File: src/rtl/hamming_ecc_pkg.sv
// Shared SECDED definitions: status codes and codeword position helpers.
// Used by the decoder today and intended for a matching encoder.
package hamming_ecc_pkg;

  typedef enum logic [1:0] {
    ECC_OK        = 2'd0,
    ECC_CORRECTED = 2'd1,
    ECC_UNCORR    = 2'd2
  } ecc_status_e;

  // Upper bound on codeword width handled by extract_data.
  localparam int MAX_CW = 128;
  localparam int MAX_DW = 128;

  function automatic int calc_r(input int data_w);
    int r;
    r = 1;
    while ((1 << r) < data_w + r + 1) r++;
    return r;
  endfunction

  function automatic bit is_pow2(input int i);
    return (i > 0) && ((i & (i - 1)) == 0);
  endfunction

  // Data bits live at the non-power-of-two positions, data[0] lowest.
  function automatic logic [MAX_DW-1:0] extract_data(input logic [MAX_CW-1:0] cw,
                                                     input int cw_w);
    logic [MAX_DW-1:0] d;
    int k;
    d = '0;
    k = 0;
    for (int i = 1; i < MAX_CW; i++) begin
      if (i < cw_w && !is_pow2(i)) begin
        d[k] = cw[i];
        k++;
      end
    end
    return d;
  endfunction

endpackage

File: src/rtl/hamming_syndrome_calc.sv
// Combinational Hamming syndrome and overall parity of one codeword.
module hamming_syndrome_calc #(
  parameter int CW_W = 8,
  parameter int R    = 3
) (
  input  logic [CW_W-1:0] codeword,
  output logic [R-1:0]    syndrome,
  output logic            parity
);

  always_comb begin
    syndrome = '0;
    for (int i = 1; i < CW_W; i++) begin
      if (codeword[i]) syndrome = syndrome ^ R'(i);
    end
  end

  assign parity = ^codeword;

endmodule

File: src/rtl/hamming_secded_decoder.sv
// Two-stage SECDED decoder with valid/ready on both sides and saturating
// corrected/uncorrectable word counters.
module hamming_secded_decoder
  import hamming_ecc_pkg::*;
#(
  parameter  int DATA_W = 4,
  parameter  int CNT_W  = 16,
  localparam int R      = calc_r(DATA_W),
  localparam int CW_W   = DATA_W + R + 1
) (
  input  logic              clk,
  input  logic              rst_n,
  input  logic              in_valid,
  output logic              in_ready,
  input  logic [CW_W-1:0]   in_codeword,
  output logic              out_valid,
  input  logic              out_ready,
  output logic [DATA_W-1:0] out_data,
  output logic [R-1:0]      out_syndrome,
  output ecc_status_e       out_status,
  input  logic              clr_cnt,
  output logic [CNT_W-1:0]  cnt_corr,
  output logic [CNT_W-1:0]  cnt_uncorr
);

  logic              v1, v2, adv1, adv2;
  logic [CW_W-1:0]   cw1, cw_fix;
  logic [R-1:0]      s1, s_calc;
  logic              p1, p_calc;
  ecc_status_e       st;
  logic [MAX_DW-1:0] dext;
  logic              unused_hi;

  assign adv2      = !v2 || out_ready;
  assign adv1      = !v1 || adv2;
  assign in_ready  = adv1;
  assign out_valid = v2;

  hamming_syndrome_calc #(.CW_W(CW_W), .R(R)) u_syn (
    .codeword (in_codeword),
    .syndrome (s_calc),
    .parity   (p_calc)
  );

  always_ff @(posedge clk) begin
    if (!rst_n) begin
      v1  <= 1'b0;
      cw1 <= '0;
      s1  <= '0;
      p1  <= 1'b0;
    end else if (adv1) begin
      v1 <= in_valid;
      if (in_valid) begin
        cw1 <= in_codeword;
        s1  <= s_calc;
        p1  <= p_calc;
      end
    end
  end

  // Odd parity with a nonzero in-range syndrome is a single flip at position s.
  always_comb begin
    cw_fix = cw1;
    st     = ECC_OK;
    if (s1 == '0) begin
      st = p1 ? ECC_CORRECTED : ECC_OK;
    end else if (p1 && (int'(s1) <= CW_W - 1)) begin
      cw_fix = cw1 ^ (CW_W'(1) << s1);
      st     = ECC_CORRECTED;
    end else begin
      st = ECC_UNCORR;
    end
  end

  assign dext      = extract_data(MAX_CW'(cw_fix), CW_W);
  assign unused_hi = ^dext[MAX_DW-1:DATA_W];

  always_ff @(posedge clk) begin
    if (!rst_n) begin
      v2           <= 1'b0;
      out_data     <= '0;
      out_syndrome <= '0;
      out_status   <= ECC_OK;
    end else if (adv2) begin
      v2 <= v1;
      if (v1) begin
        out_data     <= dext[DATA_W-1:0];
        out_syndrome <= s1;
        out_status   <= st;
      end
    end
  end

  always_ff @(posedge clk) begin
    if (!rst_n || clr_cnt) begin
      cnt_corr   <= '0;
      cnt_uncorr <= '0;
    end else if (v2 && out_ready) begin
      if (out_status == ECC_CORRECTED && cnt_corr != '1)  cnt_corr   <= cnt_corr + 1'b1;
      if (out_status == ECC_UNCORR && cnt_uncorr != '1)   cnt_uncorr <= cnt_uncorr + 1'b1;
    end
  end

endmodule

File: config.mk
export PLATFORM = sky130hd
export DESIGN_NAME = hamming_secded_decoder
export DESIGN_NICKNAME = d
export VERILOG_FILES = /design/src/rtl/hamming_ecc_pkg.sv /design/src/rtl/hamming_syndrome_calc.sv /design/src/rtl/hamming_secded_decoder.sv
export SDC_FILE = /design/constraint.sdc
export NUM_CORES = 1
export LEC_CHECK = 0
export ABC_CLOCK_PERIOD_IN_PS = 1900
export BUFFER_PORTS_ARGS = -buffer_cell sky130_fd_sc_hd__buf_2
export CAP_MARGIN = 20
export CORE_MARGIN = 2
export CORE_UTILIZATION = 50
export DETAILED_ROUTE_END_ITERATION = 8
export PLACE_DENSITY_LB_ADDON = 0.25
export RECOVER_POWER = 50
export SYNTH_ARGS = -nofsm -noshare
export SYNTH_HDL_FRONTEND = slang
export SYNTH_HIERARCHICAL = 1
export SYNTH_SLANG_ARGS = --single-unit
File: constraint.sdc
create_clock -name clk -period 1.9 [get_ports clk]
set_input_delay 0.19 -clock clk [delete_from_list [all_inputs] [get_ports clk]]
set_output_delay 0.19 -clock clk [all_outputs]
set_load 0.03 [all_outputs]
# Word-level counts from Yosys, hierarchy flattened

Cells that the tools add are included.

Register bits after elaboration: 55
Bits of input ports: 13
Output and inout port bits: 43
Word-level logic and storage cells: 51

$add $sub $neg: 2
Eq/ne operators: 4
Shift-type cells: 1
Mux-type cells: 12
Bitwise logic cells: 7
Reductions and logical operators: 15

Operator list:

| operator              | count |
|---|---|
| $add 16x1->16 const B | 2 |
| $ne 16x16->1 const B  | 2 |
| $mux 8                | 2 |
| $mux 3                | 4 |
| $mux 2                | 4 |
| $reduce_and 2->1      | 4 |
| $reduce_xor 8->1      | 1 |
| $shl 1x3->8 const A   | 1 |
| $xor 8x8->8           | 1 |
| $not 2->2             | 3 |
| $logic_and 1x1->1     | 3 |
| $logic_not 1->1       | 3 |
| $logic_not 3->1       | 1 |
| $logic_or 1x1->1      | 3 |
| $not 3->3             | 1 |
| $eq 2x1->1 const B    | 1 |
| $eq 2x2->1 const B    | 1 |
| $mux 1                | 2 |
| $not 1->1 const A     | 2 |

# Longest topological paths before layout

Depth in word-level cells: 11
Mapped depth: 6
Mapped depth without buffers: 5

# Modules after synthesis

Netlist, hierarchy kept.

Modules (own cells, without submodules):

| module                 | instances | cells each | area an instance (sq um) | seq. area each (sq um) |
|---|---|---|---|---|
| hamming_secded_decoder | 1         | 297        | 2521.2                   | 1021.0 |
| hamming_syndrome_calc  | 1         | 11         | 103.8                    | 0.0 |

# Least setup slack after synthesis

OpenSTA, ideal clock, no wires.

Path type: register to register
Start: reg v2, in the netlist out_valid
End: reg cnt_corr[11]
Library setup time: 70 ps
Arrival time: 1783 ps
Required time: 1830 ps
Setup slack: 47 ps
Cell stages (with the launch flop): 5
Path buffers: 0
Clock period less this slack: 1853 ps
Cell sequence: dfxtp_1 nand4b_1 or4_1 or3_1 a21oi_1

Longest elaborated chain between the ends: 2

Ends and longest elaborated chain:

| item                       | RTL line                     | source |
|---|---|---|
| from (decl)                | hamming_secded_decoder.sv:26 | `logic v1, v2, adv1, adv2;` |
| from (signal assigned)     | hamming_secded_decoder.sv:85 | `v2 <= v1;` |
| $logic_and 1x1->1          | hamming_secded_decoder.sv:98 | `end else if (v2 && out_ready) begin` |
| $reduce_and 2->1 (no line) | --                           |  |
| to (signal assigned)       | hamming_secded_decoder.sv:99 | `if (out_status == ECC_CORRECTED && cnt_corr != '1) cnt_corr <= cnt_corr + 1'b1;` |
| to (decl)                  | hamming_secded_decoder.sv:22 | `output logic [CNT_W-1:0] cnt_corr,` |

No other way between the ends.
A chain may end at the register's enable or synchronous reset.

# Final worst setup path

Start: reg v2, in the netlist out_valid
End: reg cnt_corr[9]

Same word-level chain as after synthesis.

==> metrics <==
DRC viols 0; RD Place Congestion just over 0.8; reg-to-reg critical path endpoint cnt_corr[9]$_SDFFE_PP0P_; Die Y 76.5 um; Worst-path clk slew ~0.10 ns; Total GRT Usage about a fifth; sw frac around a quarter; Pre-Repair DR Iteration Count 4; Synth Net Count 323; Clk network pwr share about 33%; Req. time, crit path 2.15 ns; chip width between 70 and 80 um; Detail Route Antenna Nets 0; final setup fails 0; number of antenna diodes 0; worst setup path endpoint cnt_corr[9]$_SDFFE_PP0P_; CTS Hold Buffers Added 0; Int Pwr ~1400 uW; RSZ-0062 raised after global routing no; IO Count 56; post-DP HPWL 4.28 mm; CP Class flop to flop; Worst Hold Class input pin to flop; Starting Density roughly 52%; Worst path slowest cell or4_1; Final Hold Fails 0; layout cells sized above 1 9.86%; Yosys cell types 47; Syn Area/Cell about 8.5 um2; sequential element share of the synthesized area roughly two fifths; Hold Slack about 0.18 ns; clk root buf clkbuf_8; global-route wire length before repair between 10 and 15 mm; Max VDD drop 0.427 mV; synth warn 6; delay-heaviest family, CP simple AND/OR/NAND/NOR gates; cell area after synthesis between 2000 and 3000 um2; slew of the pin with the lowest slew margin around 0.56 ns; cts bufs inserted 5; final setup margin about 0.14 ns; area occupied by multi-input gates approximately 1500 um2; Initial DRC Count 168; Crit Path Max Fanout 7; pwr dens 643 nW/um2; number of global-route vias before repair approximately 2200; Seq cells post-synth between 50 and 60; Routed WL 5.93 mm; port bufs 55; Min-Delay Startpoint in_codeword[6]; Levels on crit path 4; Fin Setup TNS 0 ns; EDFF count, synth 0; Max Transition Viols Final 0; min Tclk post-route 1.76 ns; Buf+Inv Stages, Crit Path 0; part of the power in registers 58.0%; CP startpoint out_valid$_SDFFE_PN0P_; clock skew between 0.008 and 0.009 ns; Max Cap Violations 0; later-pin clock latency in the skew report 0.31 ns; CTS tree done; async set-reset flop share out of synthesis 0%; Place WS about 0.17 ns; maximum operating frequency ~570 MHz; combinational power share between 9 and 10%; startpoint types flop; WL/cell 13.6 um; post-CTS sizing 0; row count 26; fin crit share between 90% and 100%; Rel. slew slack 62.0%; clock tree buffer depth 2; Via density between 5 and 6; global route overflow 0; # Post-CTS Setup Buffers 0; Filler cells 491; area of the core between 5000 and 6000 um2; R2R Setup Slk between 0.1 and 0.15 ns; Reg2Reg Depth 4; Post-Synthesis Cells a little over 300; CTS sink cnt 51; status completed; critical path arrival between 2 and 2.5 ns; Vias roughly 2500; area grow syn2layout 15.2%; pin count of the biggest net entering global routing 25; die area 5850 um2; Post-layout nets roughly 380; Switch Pwr slightly above 500 uW; initial antenna violation count 0; CP max stage delay 0.54 ns; register area about 1000 um2; CP Cell Sequence and4b_1 -> nand4_2 -> or4_1 -> a21oi_1; ys flop type dfxtp_1; final core utilization between 50% and 60%; crit end category flop; RR Startpoint out_valid$_SDFFE_PN0P_; CTS H-tree lvls 2; Leak approximately 0.001 uW
[per-layer routing]
| metal | part of all wire (%) | global-route usage [%] | vias to the layer above |
|---|---|---|---|
| li1 | - | - | 1267 |
| met1 | 47 | 26.8 | 1131 |
| met5 | 0 | 0 | - |
| met4 | 0.62 | 6.00 | 0 |
| met3 | 5.9 | 6.16 | 5 |
| met2 | 47 | 34.2 | 58 |
[sequential cells by signal, summed over array words and instances (netlist names)]
name / count
cnt_uncorr: 16
out_data: 4
s1: 3
out_status: 2
cnt_corr: 16
out_valid: 1
out_syndrome: 3
p1: 1
v1: 1
cw1: 4
[area by class of cell]
class / instances / area share, %
flip-flops and latches: 51 / 33.8
clock inverters: 3 / 0.621
inverters: 8 / 0.993
multi-input cells: 234 / 49.9
repair buffers: 64 / 9.60
well taps: 70 / 2.90
clock buffers: 5 / 2.28
[cells in the mapped netlist (all sizes together), types with 3 or more instances]
master  instances  area, um2
a211oi          3       22.5
a21boi         15        113
a21oi          21        105
and2            3       18.8
and3            3       18.8
and4            3       26.3
buf             3       21.3
clkbuf         12       45.0
dfxtp          51       1020
inv             8       30.0
mux2i           5       50.1
nand2          46        175
nand2b          4       25.0
nand3          17       85.1
nand4          14       93.8
nand4b          5       50.0
nor3            6       30.0
nor4            6       43.8
o211a           4       40.0
o21ai           8       40.0
o311ai          3       26.3
o31ai          13       97.6
o41ai           3       26.3
or3             5       31.3
or4            13       97.6
xnor2           9       78.8
xor2            6       60.1
[cells by family (layout without fill, tap and decap cells)]
family | count (synthesis) | in the layout | share of synthesized area, %
compound gates | 77 | 77 | 20.0
simple gates | 135 | 135 | 29.3
flops | 51 | 51 | 38.9
buf+inv | 23 | 80 | 3.67
mux | 5 | 5 | 1.91
xor+xnor | 15 | 15 | 5.29
fa+ha+maj | 2 | 2 | 0.953
[power by group through the flow]
stage | Clock (uW) | Sequential [uW] | Combinational (uW)
after floorplan | 0 | 1170 | 111
after global placement | 0 | 1150 | 181
after detailed placement | 0 | 1150 | 184
after CTS | 651 | 1130 | 185
after global routing | 704 | 1130 | 198
final | 637 | 1130 | 180
[cell usage in the layout (no fill, tap or decap), drive strengths merged, types with 3 or more instances in the layout]
| master | instances |
|---|---|
| nand3 | 17 |
| or3 | 5 |
| or4 | 13 |
| nand2b | 4 |
| mux2i | 5 |
| buf | 22 |
| o211a | 4 |
| a21oi | 21 |
| xnor2 | 9 |
| nand2 | 46 |
| inv | 9 |
| nand4b | 5 |
| nand4 | 14 |
| o21ai | 8 |
| nor4 | 6 |
| and3 | 3 |
| clkbuf | 47 |
| and4 | 3 |
| a21boi | 15 |
| nor3 | 6 |
| o31ai | 13 |
| xor2 | 6 |
| o41ai | 3 |
| o311ai | 3 |
| dfxtp | 51 |
| a211oi | 3 |
| and2 | 3 |
[metrics by stage]
step | cell area, um2 | power, uW | cells
after floorplan | 2630 | 1280 | 308
after global placement | 2990 | 1330 | 427
after detailed placement | 2990 | 1340 | 427
after CTS | 3080 | 1960 | 435
after global routing | 3020 | 2030 | 435
final | 3020 | 1940 | 435
[how the worst min path moves through the flow]
stage,end,depth (start not counted)
3_3_place_gp,out_syndrome[2]$_SDFFE_PN0P_,2
3_5_place_dp,out_syndrome[2]$_SDFFE_PN0P_,2
4_1_cts,cw1[6]$_SDFFE_PN0P_,3
5_1_grt,cw1[7]$_SDFFE_PN0P_,3
2_1_floorplan,cw1[7]$_SDFFE_PN0P_,2
6_report,cw1[6]$_SDFFE_PN0P_,3
[worst register-to-register path: cells and delay by family (launching register included)]
kind / cells / cell delay, ns
AOI/OAI and AO/OA: 1 / 0.15
DFF: 1 / 0.46
and+or+nand+nor: 3 / 1.09
No activity file was read; power rests on OpenSTA's default activity.
